$ cat config.mk
export PLATFORM = sky130hd
export DESIGN_NAME = m_game_round_ctrl
export DESIGN_NICKNAME = d
export VERILOG_FILES = /design/src/rtl/m_game_round_ctrl.sv
export SDC_FILE = /design/constraint.sdc
export NUM_CORES = 1
export LEC_CHECK = 0
export ABC_AREA = 1
export CORE_ASPECT_RATIO = 0.8
export CORE_MARGIN = 1.5
export CORE_UTILIZATION = 40
export CTS_BUF_LIST = sky130_fd_sc_hd__clkbuf_4 sky130_fd_sc_hd__clkbuf_8
export DETAILED_ROUTE_END_ITERATION = 10
export GPL_TIMING_DRIVEN = 1
export PLACE_DENSITY_LB_ADDON = 0.25
export RECOVER_POWER = 50
export SKIP_LAST_GASP = 1
export SYNTH_ARGS = -nofsm -noshare
export SYNTH_HDL_FRONTEND = slang
export SYNTH_SLANG_ARGS = --single-unit
$ cat constraint.sdc
create_clock -name clk -period 7.9 [get_ports clk]
set_clock_uncertainty 0.1 [all_clocks]
set_input_delay 0.79 -clock clk [delete_from_list [all_inputs] [get_ports clk]]
set_output_delay 0.79 -clock clk [all_outputs]
set_load 0.005 [all_outputs]
$ cat src/rtl/m_game_round_ctrl.sv
// Multi-round controller for the shrinking-frame target game: round timer,
// LFSR-driven frame shrink, stop/timeout capture and clamped score tracking.
module m_game_round_ctrl #(
    parameter int unsigned CLK_HZ      = 40000000,
    parameter int unsigned STEP_DIV    = 500000,
    parameter int unsigned ROUND_SEC   = 30,
    parameter int unsigned ROUNDS      = 3,
    parameter int unsigned W           = 11,
    parameter int unsigned MAX_HALF_W  = 400,
    parameter int unsigned MAX_HALF_H  = 300,
    parameter int unsigned TGT_HALF_W  = 20,
    parameter int unsigned TGT_HALF_H  = 15,
    parameter int unsigned SW          = 32,
    parameter int unsigned SCORE_BASE  = 500000,
    parameter int unsigned SEC_PENALTY = 15000
) (
    input  logic          clk,
    input  logic          rst,
    input  logic          i_start,
    input  logic          i_stop,
    input  logic [3:0]    i_rand,
    output logic [W-1:0]  o_half_w,
    output logic [W-1:0]  o_half_h,
    output logic [7:0]    o_seconds,
    output logic [3:0]    o_round,
    output logic [SW-1:0] o_score,
    output logic [SW-1:0] o_best,
    output logic          o_score_valid,
    output logic          o_running,
    output logic          o_game_over
);

    localparam int unsigned SEC_CW  = (CLK_HZ > 1) ? $clog2(CLK_HZ) : 1;
    localparam int unsigned STEP_CW = (STEP_DIV > 1) ? $clog2(STEP_DIV) : 1;

    localparam logic [SEC_CW-1:0]  SEC_LAST  = SEC_CW'(CLK_HZ - 1);
    localparam logic [STEP_CW-1:0] STEP_LAST = STEP_CW'(STEP_DIV - 1);
    localparam logic [7:0]         SEC_LIMIT = 8'(ROUND_SEC);
    localparam logic [3:0]         RND_LAST  = 4'(ROUNDS);
    localparam logic [W-1:0]       MAX_W     = W'(MAX_HALF_W);
    localparam logic [W-1:0]       MAX_H     = W'(MAX_HALF_H);
    localparam logic [W-1:0]       TGT_W     = W'(TGT_HALF_W);
    localparam logic [W-1:0]       TGT_H     = W'(TGT_HALF_H);
    localparam logic [SW-1:0]      BASE      = SW'(SCORE_BASE);
    localparam logic [SW-1:0]      PEN       = SW'(SEC_PENALTY);

    typedef enum logic [2:0] {
        IDLE,
        RUN,
        CALC1,
        CALC2,
        HOLD,
        DONE
    } state_t;

    state_t state, state_next;

    logic                start_q, stop_q;
    logic                start_edge, stop_edge;
    logic [SEC_CW-1:0]   sec_cnt;
    logic [STEP_CW-1:0]  step_cnt;
    logic [SW-1:0]       area, penalty;
    logic                sec_wrap, step_tick, run_exit, round_start;
    logic [7:0]          seconds_next;
    logic signed [SW:0]  diff;
    logic [SW-1:0]       score_calc;

    // Saturating shrink; a frame already inside the target snaps back to max.
    function automatic logic [W-1:0] shrink(input logic [W-1:0] cur,
                                            input logic [3:0]   r,
                                            input logic [W-1:0] tgt,
                                            input logic [W-1:0] max);
        if (cur > tgt)
            return (cur >= W'(r)) ? cur - W'(r) : '0;
        else
            return max;
    endfunction

    assign start_edge  = i_start & ~start_q;
    assign stop_edge   = i_stop & ~stop_q;
    assign o_running   = (state == RUN);
    assign o_game_over = (state == DONE);

    always_ff @(posedge clk or posedge rst) begin
        if (rst)
            state <= IDLE;
        else
            state <= state_next;
    end

    always_comb begin
        state_next   = state;
        round_start  = 1'b0;
        sec_wrap     = (sec_cnt == SEC_LAST);
        step_tick    = (step_cnt == STEP_LAST);
        seconds_next = o_seconds;
        if (sec_wrap && o_seconds != 8'hFF)
            seconds_next = o_seconds + 8'd1;
        run_exit     = stop_edge || (sec_wrap && seconds_next == SEC_LIMIT);

        diff = $signed({1'b0, BASE}) - $signed({1'b0, area}) - $signed({1'b0, penalty});
        score_calc = diff[SW] ? '0 : diff[SW-1:0];

        case (state)
            IDLE, HOLD, DONE: begin
                if (start_edge) begin
                    state_next  = RUN;
                    round_start = 1'b1;
                end
            end
            RUN:     if (run_exit) state_next = CALC1;
            CALC1:   state_next = CALC2;
            CALC2:   state_next = (o_round == RND_LAST) ? DONE : HOLD;
            default: state_next = IDLE;
        endcase
    end

    always_ff @(posedge clk or posedge rst) begin
        if (rst) begin
            start_q       <= 1'b1;
            stop_q        <= 1'b1;
            sec_cnt       <= '0;
            step_cnt      <= '0;
            o_half_w      <= MAX_W;
            o_half_h      <= MAX_H;
            o_seconds     <= '0;
            o_round       <= '0;
            o_score       <= '0;
            o_best        <= '0;
            o_score_valid <= 1'b0;
            area          <= '0;
            penalty       <= '0;
        end else begin
            start_q       <= i_start;
            stop_q        <= i_stop;
            o_score_valid <= 1'b0;
            case (state)
                RUN: begin
                    sec_cnt   <= sec_wrap ? '0 : sec_cnt + 1'b1;
                    step_cnt  <= step_tick ? '0 : step_cnt + 1'b1;
                    o_seconds <= seconds_next;
                    // Exit takes priority: the frame keeps its pre-tick value.
                    if (step_tick && !run_exit) begin
                        o_half_w <= shrink(o_half_w, i_rand, TGT_W, MAX_W);
                        o_half_h <= shrink(o_half_h, i_rand, TGT_H, MAX_H);
                    end
                end
                CALC1: begin
                    area    <= (SW'(o_half_w) << 1) * (SW'(o_half_h) << 1);
                    penalty <= PEN * SW'(o_seconds);
                end
                CALC2: begin
                    o_score       <= score_calc;
                    o_score_valid <= 1'b1;
                    if (score_calc > o_best)
                        o_best <= score_calc;
                end
                default: ;
            endcase
            if (round_start) begin
                sec_cnt   <= '0;
                step_cnt  <= '0;
                o_seconds <= '0;
                o_half_w  <= MAX_W;
                o_half_h  <= MAX_H;
                o_round   <= (state == DONE) ? 4'd1 : o_round + 4'd1;
            end
        end
    end

endmodule

# Yosys cells after proc, flatten, opt, wreduce, memory -nomap -nowiden
# Index checks and enable logic that the tools add are counted.
# op_classes
add_sub_neg,8
n_mul,2
div_mod_pow,0
n_lt_le_gt_ge,5
n_eq_ne,12
n_shift,0
muxes,28
bitwise,4
reduce_logical,12
# op_table
op,count
11-bit two-way mux,10
26-bit two-way mux,3
19-bit two-way mux,3
19-bit by 32-bit subtractor with 33-bit output (first input constant),1
33-bit by 23-bit subtractor with 33-bit output,1
32-bit greater-than comparator,1
32-bit two-way mux,1
26-bit by 1-bit adder with 26-bit output (second input constant),1
26-bit == test (second input constant),1
8-bit two-way mux,3
11-bit by 4-bit greater-or-equal comparator with 1-bit output,2
11-bit by 11-bit multiplier with 22-bit output,1
11-bit by 4-bit subtractor with 11-bit output,2
19-bit by 1-bit adder with 19-bit output (second input constant),1
19-bit == test (second input constant),1
11-bit by 8-bit multiplier with 19-bit output (first input constant),1
3-bit one-hot mux with 4 select lines,1
11-bit by 4-bit greater-than comparator with 1-bit output (second input constant),1
11-bit by 5-bit greater-than comparator with 1-bit output (second input constant),1
8-bit by 1-bit adder with 8-bit output (second input constant),1
8-bit by 5-bit == test with 1-bit output (second input constant),1
8-bit != test (second input constant),1
3-bit by 2-bit == test with 1-bit output (second input constant),2
3-bit == test (second input constant),2
other kinds (17),28
# word_totals
reg_bits,198
latchBits,0
ramBits,0
rom_bits,0
input_bits,8
output_inout_bits,101
wordCells,85
memories,0

# Longest topological paths before layout
# Gate-level depths: netlist of run 1.
# logic_depth
depth_word,11
depth_mapped,28
ltp_nobuf,27

# Worst setup path after synthesis of run 1
# No wires, ideal clock.
# synth_timing
path_type,register to register
from,reg o_half_w[4]
to,reg area[18]
setup_time_ns,0.118
t_arrival_ns,5.154
required_ns,7.682
slack_ns,2.528
stages_incl_launch_ff,22
path_buffers,2
synth_period_minus_slack_ns,5.372
path_cell_list,dfstp_2 > clkbuf_1 > clkbuf_1 > nand2_1 > fa_1 > fa_1 > fa_1 > inv_1 > fa_1 > inv_1 > fa_1 > inv_1 > ha_1 > a21oi_1 > o21ai_0 > a21oi_1 > o21ai_0 > nand4_1 > nand3_1 > or2_2 > nand3_1 > nand2_1
# synth_between
elab_chain_cells,1
# synth_lines
element,line,source
from (decl),22,"output logic [W-1:0] o_half_w,"
from (signal assigned),144,"o_half_w <= shrink(o_half_w, i_rand, TGT_W, MAX_W);"
11-bit by 11-bit multiplier with 22-bit output,149,area <= (SW'(o_half_w) << 1) * (SW'(o_half_h) << 1);
to (signal assigned),149,
to (decl),62,"logic [SW-1:0] area, penalty;"
# No other way between the ends.
# A chain may end at the register's enable or synchronous reset.

# Worst setup path in the final report of run 1
# layout_timing
from,reg o_half_w[5]
to,reg area[20]
# The elaborated chain is that of the path after synthesis.

==> results of run 1 <==
==> path summary, 6_finish.rpt <==
kind / startpoint / to / slack [ns]
setup / recovery: o_half_w[5]$_DFFE_PP0P_ / area[20]$_DFFE_PP0P_ / 2.24
max in group asynchronous: rst / sec_cnt[7]$_DFFE_PP0P_ / 2.38
setup reg to reg: o_half_w[5]$_DFFE_PP0P_ / area[20]$_DFFE_PP0P_ / 2.24
min in group asynchronous: rst / o_score[24]$_DFFE_PP0P_ / 2.51
hold reg to reg: o_score[7]$_DFFE_PP0P_ / o_score[7]$_DFFE_PP0P_ / 0.39
hold / removal: o_score[7]$_DFFE_PP0P_ / o_score[7]$_DFFE_PP0P_ / 0.39
==> per-layer routing <==
metal	vias up	routed length [µm]
li1	7374	-
met1	6886	21610
met2	382	18640
met3	52	2379
met4	0	682
met5	-	0
==> registers in the layout (all words and copies together), names as in the netlist, 3 cells and up <==
| signal | cells |
|---|---|
| area | 22 |
| o_best | 30 |
| sec_cnt | 26 |
| o_half_w | 11 |
| step_cnt | 19 |
| o_score | 30 |
| o_half_h | 11 |
| penalty | 19 |
| o_seconds | 8 |
| o_round | 4 |
| state | 3 |
==> cell type report <==
| class | instances | share of cell area (%) |
|---|---|---|
| Tap cell | 560 | 3.635 |
| Timing Repair Buffer | 108 | 5.537 |
| Clock buffer | 17 | 1.214 |
| Multi-Input combinational cell | 1578 | 55.19 |
| Sequential cell | 186 | 24.21 |
| Inverter | 480 | 9.361 |
| Clock inverter | 15 | 0.8569 |
==> tightest hold or removal path: cells and delay by family (launching register included) <==
kind / cells / cell delay (ns)
AND/OR/NAND/NOR: 1 / 0.05
flip-flops: 1 / 0.35
AO/OA/AOI/OAI: 1 / 0.06
==> metrics by stage <==
step                      utilization (%)  instance area (µm²)  worst slack (ns)  instances  hold slack [ns]
after CTS                           44.89                19320             2.269       2944           0.3941
after global routing                44.77                19270             1.304       2944           0.4229
after floorplan                         -                17440             1.968       2308           0.3459
after global placement              43.96                18930             2.359       2912           0.3647
after detailed placement            43.96                18930             2.300       2912           0.3677
final                               44.77                19270             2.240       2944           0.3875
==> cell usage in the layout (no fill, tap or decap), drive strengths merged, types with 4 or more instances in the layout <==
cell type      Yosys  final
dfstp              9      9
dlygate4sd3        0     71
a21o              10     10
fa               104    104
o21ai            134    134
nor2             159    159
nor4               9      9
clkinv             0      6
clkdlybuf4s50      0     33
dfrtp            177    177
conb               1      6
a221oi             4      4
o22ai             16     16
o21a               5      5
nor3b              5      5
nand4             33     33
clkbuf            48     18
nor3              37     37
xor2              30     30
or2               13     13
xnor2             19     19
inv              480    485
a31oi              9      9
a21oi             92     92
nand2            553    553
ha               195    195
nand3b             4      4
o31ai              4      4
nand3            114    114
==> kinds of logic after synthesis <==
kind of cell             synth area share (%)
buffers and inverters                   12.08
other                                 0.02152
XOR/XNOR                                2.463
flip-flops                              26.78
AND/OR/NAND/NOR                         23.25
adder cells (fa/ha/maj)                 25.95
AO/OA/AOI/OAI                           9.458
==> impl_metrics.tcl, run 1 <==
set metrics [dict create \
    status "finished, violations left" \
    violations "capacitance limit, slew limit" \
    r2r_cells 19 \
    setup_viol 0 \
    port-buffer-count 104 \
    clock_path_buffers 2 \
    grt-ovfl-total 0 \
    numCtsBuffers 17 \
    grt_usage_pct 20.02 \
    finalCritPeriodShare_pct 71.64 \
    grt_max_degree 128 \
    die_height_um 189.7 \
    synth_top_area_cell "dfrtp_1" \
    via_per_inst 4.991 \
    cts_resized 0 \
    tritoncts "done" \
    synth_commonest_cells "nand2_1 (543), inv_1 (470), ha_1 (195)" \
    die_area_um2 44830 \
    slowest_stage "dfrtp_1" \
    slowest_delay_ns 0.80 \
    crit_arrival_ns 5.88 \
    grt_pass1_wl_um 72690 \
    fin_tns_setup_ns 0 \
    netlist_instances 2303 \
    synth.most_common_cell "nand2_1" \
    gp_congestion 0.8929 \
    critPathTopFamily "adder cells" \
    mappedNetlistArea_um2 17420 \
    grt_pass1_vias 14244 \
    min_path_type "reg2reg" \
    hpwl_um 34170 \
    seqCellArea_um2 4666 \
    cts_setup_buffers 0 \
    path_depth 19 \
    ys_seq_area_share_pct 26.78 \
    antenna_found_initial 0 \
    vias 14694 \
    cap_violations 4 \
    synth.top_cell.area_share_pct 25.42 \
    slew_viol_final 192 \
    drtIter0Drc 922 \
    area_delta_synth_final_pct 10.63 \
    async_flop_share_pct 100.0 \
    crit_buf_inv 3 \
    clock_latency_ns 0.52 \
    htree_levels 4 \
    required_ns 8.12 \
    grtUsageMet3_pct 3.279 \
    crit_path_end_kind "register" \
    wl_per_cell_um 14.71 \
    path_cells "nand2_1 -> fa_1 -> fa_1 -> fa_1 -> inv_1 -> fa_1 -> inv_1 -> fa_1 -> inv_1 -> ha_1 -> a21oi_1 -> o21ai_0 -> nand2_1 -> nand3_1 -> nand4_1 -> o211ai_1 -> or2_2 -> nand3_1 -> o21ai_0" \
    coreArea_um2 43050 \
    ys_types 57 \
    multiInputGateArea_um2 10640 \
    worstSetupStartpointType "register" \
    whs_path_depth 2 \
    rsz0062_at_grt "false" \
    synth_edf_count 0 \
    max_freq_mhz 176.7 \
    start_util_pct 40.47 \
    die_width_um 236.3 \
    final_nets 2678 \
    synth_top_flop_cell "dfrtp_1" \
    crit_top_cell "fa_1" \
    max_slew_margin_pct -229.7 \
    layout-drive-gt1-share_pct 4.069 \
    antenna_left 0 \
    busiest_layer "met2" \
    timing_worst_slew_pin_value_ns 4.945 \
    drt_wl_total_um 43310 \
    antenna_cells 0 \
    gr-usage-met2_pct 30.58 \
    io_pins 109 \
    cts.sinks 186 \
    rows 68 \
    drc 0 \
    worstSetupPathType "reg2reg" \
    first_pass_iters 7 \
    ys_top_cells_by_area "dfrtp_1 (25%), ha_1 (14%), fa_1 (12%)" \
    worst-path-max-fanout 17 \
    finalHoldViolCount 0 \
    ys_warn_count 0 \
    cts_root_buf "clkbuf_8" \
    fillers 4342 \
    clk_pin_slew_worst_paths_ns 0.10 \
    holdBufCountCts 0 \
    period_needed_ns 5.660 \
    grtUsageMet1_pct 29.32 \
    syn_area_per_cell_um2 7.565 \
    ys_seq_elements 186 \
]
Power of run 1 is not shown: default switching activity piles up to over one toggle a cycle in this logic, so the estimate is an artifact.
==> run 2: changes to the inputs <==
Clock period 7.9 ns to 5.4 ns, I/O delays scaled along.
==> run 2 against run 1 <==
Non-clock buffer count increased by 41; first-iteration DRC count decreased by 0.22%; via count increased by 0.88%; flip-flop and latch count unchanged; cell count increased by 1.4%; core utilization increased by 1.1 points; hold slack got worse by 0.079 ns; the flow still finishes with violations (capacitance limit, slew limit); sequential share of layout area decreased by 0.53 points; routed wire length increased by 0.29%; register-to-register slack got worse by 2.0 ns; fmax increased by 9.6%; largest cell class unchanged.
==> impl_metrics.tcl, run 2 (same netlist as run 1, synthesis figures left out) <==
set metrics [dict create \
    status "finished, violations left" \
    violations "capacitance limit, slew limit" \
    r2r_cells 20 \
    fillers 4399 \
    setup_viol 0 \
    die_area_um2 44830 \
    r2r-start "o_half_h[2]$_DFFE_PP1P_" \
    die_width_um 236.3 \
    start_util_pct 40.47 \
    tritoncts "done" \
    io_pins 109 \
    finalCritPeriodShare_pct 95.64 \
    worstSetupPathType "reg2reg" \
    post_dp_cell_area_um2 19130 \
    grt_pass1_vias 14560 \
    crit_path_end_kind "register" \
    grt_pass1_wl_um 73260 \
    timing_worst_slew_pin_value_ns 2.546 \
    drtIter0Drc 920 \
    clk_pin_slew_worst_paths_ns 0.10 \
    required_ns 5.70 \
    grt_max_degree 183 \
    worstSetupStartpointType "register" \
    layout-drive-gt1-share_pct 6.515 \
    max_freq_mhz 193.6 \
    holdBufCountCts 0 \
    cap_violations 2 \
    rows 68 \
    clock_latency_ns 0.52 \
    worst-path-max-fanout 4 \
    htree_levels 4 \
    clock_path_buffers 2 \
    antenna_left 0 \
    first_pass_iters 5 \
    drc 0 \
    finalHoldViolCount 0 \
    final_cell_area_um2 19730 \
    antenna_found_initial 1 \
    max_slew_margin_pct -69.71 \
    cp-startpoint "o_half_h[2]$_DFFE_PP1P_" \
    layout_common_cells "nand2_1 (540), inv_1 (470), ha_1 (192)" \
    rrSetupSlack_ns 0.24 \
    cts.sinks 186 \
    slew_viol_final 213 \
    timing.rr.end "area[18]$_DFFE_PP0P_" \
    wl_per_cell_um 14.55 \
    vias 14824 \
    via_per_inst 4.965 \
    gp_congestion 0.9029 \
    cts_root_buf "clkbuf_8" \
    numCtsBuffers 17 \
    rsz0062_at_grt "true" \
    grt-ovfl-total 0 \
    die_height_um 189.7 \
    crit_arrival_ns 5.46 \
    port-buffer-count 104 \
    final_nets 2719 \
    hpwl_um 34340 \
    coreArea_um2 43050 \
    grt_usage_pct 20.02 \
    min_path_type "in2async" \
    final_common_cell "nand2_1" \
    drt_wl_total_um 43440 \
    area_delta_synth_final_pct 13.26 \
    reg_top3 "o_best x30, o_score x30, sec_cnt x26" \
    period_needed_ns 5.165 \
]
[run 2: worst max path at each step]
stage,end,slack [ns],cells past startpoint
global route,area[20]$_DFFE_PP0P_,-0.02,19
global placement,area[18]$_DFFE_PP0P_,0.23,19
floorplan,area[18]$_DFFE_PP0P_,0.03,21
detailed placement,area[18]$_DFFE_PP0P_,0.13,19
CTS,area[18]$_DFFE_PP0P_,0.08,19
finish,area[18]$_DFFE_PP0P_,0.24,20
[run 2: final cells by class]
cell class / instances / area [µm²] / area share [%]
Clock inverter: 10 / 165.2 / 0.8370
Antenna cell: 1 / 2.502 / 0.01268
Multi-Input combinational cell: 1578 / 10710 / 54.26
Sequential cell: 186 / 4672 / 23.68
Inverter: 480 / 1805 / 9.150
Timing Repair Buffer: 149 / 1403 / 7.108
Clock buffer: 22 / 277.8 / 1.408
Tap cell: 560 / 700.7 / 3.551
[run 2: stage by stage]
step	setup TNS, ns	util [%]	setup slack, ns	cells	hold WS [ns]
2_1_floorplan	0	-	0.02832	2308	0.3459
3_3_place_gp	0	44.45	0.2261	2937	0.3644
3_5_place_dp	0	44.45	0.1270	2937	0.3663
4_1_cts	0	45.47	0.07922	2969	0.1753
5_1_grt	-0.02607	45.84	-0.02124	2986	0.3365
6_report	0	45.84	0.2355	2986	0.3083
[run 2: repair_timing]
action                                 CTS  global route
endpoints found under the hold margin    0             0
buffers inserted                         0            16
resized for setup                        0            21
setup endpoints to repair                0             8
[run 2: critical path: stages (launching register included)]
cell and delay [ns]:
dfstp_2 0.57, buf_4 0.12, nand2_1 0.06, fa_1 0.46, fa_1 0.51, fa_1 0.50
inv_1 0.06, fa_1 0.52, inv_1 0.05, fa_1 0.52, inv_1 0.04, ha_1 0.32
a21oi_1 0.19, o21ai_1 0.11, a21oi_1 0.18, o21ai_1 0.13, nand4_1 0.10, nand3_1 0.09
or2_2 0.28, nand3_1 0.07, nand2_1 0.05
[run 2: layer usage]
metal | up-vias | wire length [µm] | global-route usage, %
li1 | 7448 | - | -
met1 | 7007 | 22080 | 29.08
met2 | 330 | 18490 | 30.84
met3 | 39 | 2111 | 3.381
met4 | 0 | 749 | 5.178
met5 | - | 0 | 0
Power of run 2 is left out for the same reason.
==> run 3: changes to the inputs <==
Settings changed: CORE_UTILIZATION 40 to 45.
==> run 3 against run 2 <==
The flow still finishes with violations (capacitance limit, slew limit); critical path type unchanged; sequential share of layout area up 0.19 points; fmax about the same; die area down 11%.
==> impl_metrics.tcl, run 3 (same netlist as run 1, synthesis figures left out) <==
set metrics [dict create \
    reg_top3 "o_best x30, o_score x30, sec_cnt x26" \
    min_path_type "reg2reg" \
    clock_latency_ns 0.52 \
    numCtsBuffers 17 \
    area_delta_synth_final_pct 12.39 \
    grt_pass1_vias 14498 \
    finalCritPeriodShare_pct 95.57 \
    hpwl_um 33980 \
    htree_levels 4 \
    tritoncts "done" \
    fillers 3690 \
    antenna_found_initial 0 \
    layout-drive-gt1-share_pct 6.193 \
    grt_usage_pct 22.25 \
    rows 64 \
    rsz0062_at_grt "true" \
    final_common_cell "nand2_1" \
    fin_tns_setup_ns 0 \
    status "finished, violations left" \
    layoutNonFillerInstCount 2917 \
    port-buffer-count 104 \
    max_slew_margin_pct -125.4 \
    drc 0 \
    worstSetupStartpointType "register" \
    worstSetupPathType "reg2reg" \
    die_width_um 223.0 \
    violations "capacitance limit, slew limit" \
    start_util_pct 45.61 \
    crit_arrival_ns 5.43 \
    drt_wl_total_um 42680 \
    post_dp_cell_area_um2 19070 \
    layout_common_cells "nand2_1 (543), inv_1 (471), ha_1 (192)" \
    wl_per_cell_um 14.63 \
    slowest_stage "dfstp_2" \
    worst-path-max-fanout 8 \
    setup_viol 0 \
    required_ns 5.67 \
    period_needed_ns 5.161 \
    antenna_cells 0 \
    cts_root_buf "clkbuf_8" \
    grt-ovfl-total 0 \
    via_per_inst 5.057 \
    first_pass_iters 5 \
    max_freq_mhz 193.8 \
    clock_path_buffers 2 \
    timing_worst_slew_pin_value_ns 3.381 \
    slew_viol_final 199 \
    die_height_um 179.0 \
    final_nets 2716 \
    final_cell_area_um2 19580 \
    grt_max_degree 133 \
    io_pins 109 \
    drtIter0Drc 941 \
    fin_hold_ws_ns 0.3787 \
    cap_violations 4 \
    place_inst 2874 \
    clk_pin_slew_worst_paths_ns 0.11 \
    holdBufCountCts 0 \
    crit_top_cell "fa_1" \
    die_area_um2 39920 \
    antenna_left 0 \
    gp_congestion 0.9210 \
    path_cells "buf_4 -> nand2_1 -> inv_1 -> fa_1 -> fa_1 -> fa_1 -> fa_1 -> inv_1 -> fa_1 -> inv_1 -> ha_1 -> inv_1 -> o21ai_0 -> a31oi_2 -> nand3_1 -> nand4_1 -> o211ai_1 -> or2_2 -> nand3_1 -> o21ai_0" \
    crit_path_end_kind "register" \
    slowest_delay_ns 0.61 \
    cts.sinks 186 \
    grt_pass1_wl_um 71620 \
    vias 14752 \
    finalHoldViolCount 0 \
    coreArea_um2 38200 \
]
-- run 3: cell type report --
class	instances	area [µm²]	share of cell area [%]
clock inverters	11	135.1	0.6901
clock buffers	21	282.8	1.444
well taps	495	619.3	3.163
flip-flops and latches	186	4673	23.86
repair buffers	146	1363	6.958
multi-input cells	1578	10700	54.66
inverters	480	1805	9.220
-- run 3: critical path: cells and delay by family (launching register included) --
kind	cells	cell delay, ns
buffers and inverters	5	0.47
AND/OR/NAND/NOR	5	0.65
flip-flops	1	0.61
AO/OA/AOI/OAI	4	0.52
adder cells (fa/ha/maj)	6	2.66
-- run 3: path summary, 6_finish.rpt --
check,from,to,slack [ns],cells past startpoint
worst min register to register,o_score[29]$_DFFE_PP0P_,o_score[29]$_DFFE_PP0P_,0.38,2
worst max register to register,o_half_w[7]$_DFFE_PP1P_,area[20]$_DFFE_PP0P_,0.24,20
min in group asynchronous,rst,o_score[6]$_DFFE_PP0P_,1.49,3
worst max-delay path,o_half_w[7]$_DFFE_PP1P_,area[20]$_DFFE_PP0P_,0.24,20
max in group asynchronous,rst,o_half_h[6]$_DFFE_PP0P_,1.28,3
worst min-delay path,o_score[29]$_DFFE_PP0P_,o_score[29]$_DFFE_PP0P_,0.38,2
-- run 3: stage by stage --
step / util (%) / worst slack (ns)
4_1_cts: 51.02 / 0.03468
6_report: 51.27 / 0.2393
3_3_place_gp: 49.92 / 0.09677
5_1_grt: 51.27 / -0.02274
2_1_floorplan: - / 0.02832
3_5_place_dp: 49.92 / 0.06412
-- run 3: what timing repair did --
item                       in CTS  in global routing
setup endpoints to repair       0                 10
gates resized for setup         0                 19
setup buffers                   0                 11
-- run 3: layer usage --
metal / part of all wire (%) / track usage, %
met1: 51 / 32.03
met2: 43 / 34.47
met3: 4.6 / 3.441
met4: 2.0 / 6.803
met5: 0 / 0
Power of run 3 is left out for the same reason.
